$ cat src/rtl/ifu_ctrl.sv
// Instruction fetch controller: turns single-cycle fetch requests into one bus read
// at a time and returns the instruction word, with alignment and bus error pulses.
module ifu_ctrl #(
    parameter int ADDR_WIDTH = 32,
    parameter int DATA_WIDTH = 32
) (
    input  logic                  clk,
    input  logic                  nrst,
    input  logic [ADDR_WIDTH-1:0] i_addr,
    input  logic                  i_rd_cmd,
    output logic [DATA_WIDTH-1:0] o_instr_dat,
    output logic                  o_busy,
    output logic                  o_err_align,
    output logic                  o_err_bus,
    output logic [ADDR_WIDTH-1:0] o_bus_addr,
    output logic                  o_bus_cmd,
    input  logic                  i_bus_ack,
    input  logic                  i_bus_rdy,
    input  logic [DATA_WIDTH-1:0] i_bus_data,
    input  logic                  i_bus_err
);

    typedef enum logic [1:0] {
        IDLE = 2'd0,
        CMD  = 2'd1,
        WAIT = 2'd2
    } state_t;

    state_t                state_q, state_d;
    logic [DATA_WIDTH-1:0] instr_q, instr_d;
    logic                  busy_q, busy_d;
    logic                  err_align_q, err_align_d;
    logic                  err_bus_q, err_bus_d;
    logic [ADDR_WIDTH-1:0] bus_addr_q, bus_addr_d;
    logic                  bus_cmd_q, bus_cmd_d;
    logic                  done;

    always_comb begin
        state_d     = state_q;
        instr_d     = instr_q;
        busy_d      = busy_q;
        err_align_d = 1'b0;
        err_bus_d   = 1'b0;
        bus_addr_d  = bus_addr_q;
        bus_cmd_d   = bus_cmd_q;
        done        = 1'b0;

        unique case (state_q)
            IDLE: begin
                if (i_rd_cmd) begin
                    if (i_addr[1:0] == 2'b00) begin
                        bus_addr_d = i_addr;
                        bus_cmd_d  = 1'b1;
                        busy_d     = 1'b1;
                        state_d    = CMD;
                    end else begin
                        err_align_d = 1'b1;
                        instr_d     = '0;
                    end
                end
            end
            CMD: begin
                if (i_bus_ack) begin
                    bus_cmd_d = 1'b0;
                    // a zero-wait bus may return data in the same cycle it accepts
                    if (i_bus_rdy) done = 1'b1;
                    else           state_d = WAIT;
                end
            end
            WAIT: begin
                if (i_bus_rdy) done = 1'b1;
            end
            default: state_d = IDLE;
        endcase

        if (done) begin
            state_d = IDLE;
            busy_d  = 1'b0;
            if (i_bus_err) begin
                instr_d   = '0;
                err_bus_d = 1'b1;
            end else begin
                instr_d = i_bus_data;
            end
        end
    end

    always_ff @(posedge clk or negedge nrst) begin
        if (!nrst) begin
            state_q     <= IDLE;
            instr_q     <= '0;
            busy_q      <= 1'b0;
            err_align_q <= 1'b0;
            err_bus_q   <= 1'b0;
            bus_addr_q  <= '0;
            bus_cmd_q   <= 1'b0;
        end else begin
            state_q     <= state_d;
            instr_q     <= instr_d;
            busy_q      <= busy_d;
            err_align_q <= err_align_d;
            err_bus_q   <= err_bus_d;
            bus_addr_q  <= bus_addr_d;
            bus_cmd_q   <= bus_cmd_d;
        end
    end

    assign o_instr_dat = instr_q;
    assign o_busy      = busy_q;
    assign o_err_align = err_align_q;
    assign o_err_bus   = err_bus_q;
    assign o_bus_addr  = bus_addr_q;
    assign o_bus_cmd   = bus_cmd_q;

endmodule
$ cat config.mk
export PLATFORM = sky130hd
export DESIGN_NAME = ifu_ctrl
export DESIGN_NICKNAME = d
export VERILOG_FILES = /design/src/rtl/ifu_ctrl.sv
export SDC_FILE = /design/constraint.sdc
export NUM_CORES = 1
export LEC_CHECK = 0
export BUFFER_PORTS_ARGS = -buffer_cell sky130_fd_sc_hd__buf_2
export CAP_MARGIN = 20
export CORE_MARGIN = 4
export CORE_UTILIZATION = 42
export DETAILED_ROUTE_END_ITERATION = 10
export PLACE_DENSITY = 0.78
export SLEW_MARGIN = 15
export SYNTH_ARGS = -nofsm -noshare
export SYNTH_HDL_FRONTEND = slang
export SYNTH_SLANG_ARGS = --single-unit
export TNS_END_PERCENT = 100
$ cat constraint.sdc
create_clock -name clk -period 1.45 [get_ports clk]
set_input_delay 0.145 -clock clk [delete_from_list [all_inputs] [get_ports clk]]
set_output_delay 0.145 -clock clk [all_outputs]
set_load 0.005 [all_outputs]
==> After elaboration in Yosys (flattened, before gate mapping) <==
Cells that the tools add are included.
{ "word_totals": {"output_inout_bits": 68, "input_bits": 70, "regBits": 70, "wordCells": 54} }
{ "classes": {"reduce_logical": 11, "muxes": 25, "eq_ne": 11} }
{ "op_table": {"columns": ["cell", "n"], "rows": [
  ["32-bit two-way mux", 5],
  ["1-bit two-way mux", 12],
  ["3-bit inequality test (second input constant)", 4],
  ["2-bit two-way mux", 5],
  ["2-bit inequality test (second input constant)", 5],
  ["3-bit AND reduction", 3],
  ["2-bit nonzero test", 4],
  ["2-bit one-hot mux with 3 select lines", 1],
  ["5-bit AND reduction", 1],
  ["2-bit logical NOT", 2],
  ["1-bit one-hot mux with 2 select lines", 2],
  ["4-bit AND reduction", 1],
  ["2-bit by 1-bit == test with 1-bit output (second input constant)", 1],
  ["2-bit == test (second input constant)", 1]
]} }

==> Logic depth before layout (Yosys ltp) <==
{ "logic_depth": {"depth_word": 5, "mapped_depth": 8} }

==> Worst setup path after synthesis <==
Ideal clock, no wire load.
{ "synth_path": {"path_type": "reg-to-reg", "start": "reg state_q[0]", "end": "reg bus_addr_q[13] (netlist: o_bus_addr[13])", "path_slack_ns": -0.112, "t_arrival_ns": 1.438, "t_required_ns": 1.325, "synth_period_minus_slack_ns": 1.562, "path_stages_with_launch": 7, "path_buffers": 1, "path_cell_list": "dfrtp_1 -> inv_1 -> ha_1 -> inv_1 -> nor2_8 -> clkbuf_8 -> mux2_2"} }
{ "synth_between": {"elab_chain_cells": 2} }
{ "synth_rtl": {"columns": ["element", "line", "rtl"], "rows": [
  ["from (decl)", "29", "state_t state_q, state_d;"],
  ["from (signal assigned)", "98", "state_q <= state_d;"],
  ["2-bit logical NOT", "48", "unique case (state_q)"],
  ["3-bit AND reduction (no source line)", null, null],
  ["to (signal assigned)", "103", "bus_addr_q <= bus_addr_d;"],
  ["to (decl)", "34", "logic [ADDR_WIDTH-1:0] bus_addr_q, bus_addr_d;"]
]} }
Every way passes these cells.
A chain may end at the register's enable or synchronous reset.

==> Worst setup path in the final report <==
{ "layout_path": {"start": "reg state_q[0]", "end": "reg bus_addr_q[26] (netlist: o_bus_addr[26])"} }
The elaborated chain is that of the path after synthesis.

==> impl_metrics.yaml <==
run_status:
  status: "complete, but fails checks"
  violations: "setup timing"
clocking:
  clock-root-buffer: "clkbuf_8"
  clk_pin_slew_worst_paths_ns: 0.08
  cts_buffers: 9
  cts_tree: "built"
  cts_max_level: 3
  clockBufferDepth: 2
  clock_latency_ns: 0.34
  cts_sinks: 70
power:
  power.density_mw_per_mm2: 1730
  vdd_drop_max_mv: 0.8059
  leakage_uw: 0.002217
synthesis:
  synth.top_cell.area_share_pct: 59.73
  synth_edf_count: 0
  yosysMostFrequentCell: "dfrtp_1"
  synth_nets: 320
  synth_top_area_cell: "dfrtp_1"
  synth_common_cells: "dfrtp_1, nand2_1, o21ai_0"
  ys.flop_type: "dfrtp_1"
  synth_area_mm2: 0.002933
  synth-seq-cells: 70
  avgSynthCellArea_um2: 11.92
  yosysSeqAreaShare_pct: 59.73
  synthArstFlopShare_pct: 100.0
  syn_inst: 246
  synthDistinctLibCells: 25
  synth_top_cells_by_area: "dfrtp_1, mux2_2, nand3b_1, o21ai_0, nand2_1"
  yosysWarnings: 0
grt:
  grt_pass1_wl_um: 11970
  gr-total-overflow: 0
  antenna_found_initial: 0
  grt_usage_pct: 17.97
  grt_max_degree: 71
  grt_pass1_vias: 2514
cells_and_area:
  nets: 477
  finalNonFillerCells: 504
  layout-drive-gt1-share_pct: 56.37
  fill_cells: 529
  area_growth_pct: 47.95
  diodes: 0
die:
  num_rows: 30
  ios: 138
  die_y_um: 91.57
  core_mm2: 0.006794
  die_w_um: 91.57
  start_util_pct: 43.17
  dieArea_mm2: 0.008384
place:
  dp.cells: 480
  gp_congestion: 0.7702
  dp_hpwl_um: 4994
  portBuffers: 137
worst_hold_path:
  holdCritPathClass: "in2reg"
  hold_end: "o_bus_addr[14]$_DFFE_PN0P_"
  min_from: "i_addr[14]"
  min_path_cells: 2
job:
  drv_cap: 0
timing:
  fin_setup_tns_ns: -1.438
  setup_ws_ns: -0.07032
  finalHoldViolCount: 0
  relSlewSlack_pct: 70.50
  fin_worst_skew_ns: 0.009675
  period_needed_ns: 1.520
  rsz0062_at_grt: "true"
  max_freq_mhz: 657.8
  tightestPinTransition_ns: 0.4424
  final_max_slew_viol_count: 0
  finalSetupViolations: 37
  min_period_over_period_pct: 104.8
worst_setup_path:
  rr_startpoint: "state_q[0]$_DFFE_PN0P_"
  startpoint_type: "flip-flop"
  r2r_setup_slack_ns: -0.07
  worstPathMaxFanout: 9
  critPathRequiredTime_ns: 1.66
  rr_worst_depth: 6
  cp-end-kind: "flip-flop"
  path_class: "reg2reg"
  r2r_end: "o_bus_addr[26]$_DFFE_PN0P_"
  critPathArrivalTime_ns: 1.73
drt:
  first_iter_violations: 63
  viasPerCell: 4.841
  drtPass1Iterations: 4
  vias: 2440
  antenna_left: 0
  wl_um: 7487
  drc: 0
  wl_per_cell_um: 14.86
[flip-flops by register name, summed over array words and instances, names as in the netlist]
signal       flops
o_instr_dat     32
o_bus_addr      32
o_err_align      1
o_bus_cmd        1
state_q          2
o_busy           1
o_err_bus        1
[cells by family (layout without fill, tap and decap cells)]
| logic type | after synthesis | after routing | synth area share (%) |
|---|---|---|---|
| compound gates | 42 | 42 | 7.594 |
| fa+ha+maj | 4 | 4 | 1.707 |
| buf+inv | 22 | 184 | 4.010 |
| flops | 70 | 70 | 59.73 |
| mux | 30 | 30 | 11.52 |
| simple gates | 78 | 78 | 15.44 |
[per-layer routing]
| metal | up-vias | track usage [%] | routed length [um] |
|---|---|---|---|
| met5 | - | 0 | 0 |
| met4 | 0 | 6.533 | 95 |
| met3 | 9 | 5.302 | 665 |
| met2 | 110 | 29.15 | 3571 |
| met1 | 1163 | 22.70 | 3155 |
| li1 | 1158 | - | - |
[power breakdown]
group	internal (uW)	switching (uW)
sequential	2600	343
clock	1010	724
combinational	1620	1210
total	5230	2280
[what timing repair did]
item                                   CTS  global route
resized for setup                       55            12
setup buffers                            3             0
cloned                                   3             1
pin swaps                                5             5
setup endpoints to repair               65            66
hold buffers                             1             0
endpoints found under the hold margin   70             0
[layout make-up]
| cell class | count | area, um2 | area share, % |
|---|---|---|---|
| inverters | 6 | 22.52 | 0.5190 |
| flip-flops and latches | 70 | 1752 | 40.37 |
| well taps | 96 | 120.1 | 2.768 |
| multi-input cells | 154 | 1224 | 28.20 |
| clock inverters | 6 | 85.08 | 1.961 |
| clock buffers | 10 | 137.6 | 3.172 |
| repair buffers | 162 | 998.5 | 23.01 |
[worst max-delay path by stage]
stage | start | end | slack [ns] | cells after the start
2_1_floorplan | state_q[0]$_DFFE_PN0P_ | o_bus_addr[13]$_DFFE_PN0P_ | -0.02 | 6
3_3_place_gp | i_addr[1] | o_bus_addr[27]$_DFFE_PN0P_ | -0.03 | 5
3_5_place_dp | state_q[0]$_DFFE_PN0P_ | o_instr_dat[3]$_DFFE_PN0P_ | -0.08 | 7
4_1_cts | state_q[0]$_DFFE_PN0P_ | o_instr_dat[3]$_DFFE_PN0P_ | -0.02 | 7
5_1_grt | state_q[0]$_DFFE_PN0P_ | o_instr_dat[9]$_DFFE_PN0P_ | -0.13 | 7
6_report | state_q[0]$_DFFE_PN0P_ | o_bus_addr[26]$_DFFE_PN0P_ | -0.07 | 6
[critical path: stages, from the launching register on]
cell and delay [ns]:
dfrtp_1 0.41, inv_2 0.09, ha_4 0.14, inv_2 0.06, nor2_8 0.19, clkbuf_16 0.20
mux2_4 0.29
[stage by stage]
step / worst slack (ns) / hold WS [ns] / cell area (um2) / power, uW / utilization [%]
finish: -0.07032 / 0.03677 / 4339 / 7508 / 63.87
global route: -0.1340 / 0.02101 / 4339 / 7968 / 63.87
CTS: -0.02203 / 0.01929 / 4275 / 7490 / 62.93
detailed placement: -0.07693 / 0.2005 / 3876 / 5323 / 57.05
global placement: -0.02579 / 0.1989 / 3876 / 5206 / 57.05
floorplan: -0.01973 / -0.1506 / 2997 / 4146 / -
[layout by cell type, fill, tap and decap left out, types with 2 or more instances in the layout]
master	Yosys	routed
a31oi_1	2	2
buf_4	2	11
o21ai_0	33	4
bufinv_16	0	2
clkbuf_8	1	10
o21ai_2	0	3
buf_6	2	6
buf_12	0	4
ha_4	0	2
mux2_4	0	21
nand2_2	0	6
inv_1	6	3
clkinvlp_4	0	2
clkinv_2	0	2
nand2_1	35	28
o21ai_1	0	26
mux2_2	30	9
a21oi_1	4	2
dfrtp_1	70	70
inv_2	0	3
nand3b_1	32	32
a21oi_2	0	2
nor2_1	4	3
buf_2	2	137
(Power assumes the default switching activity.)
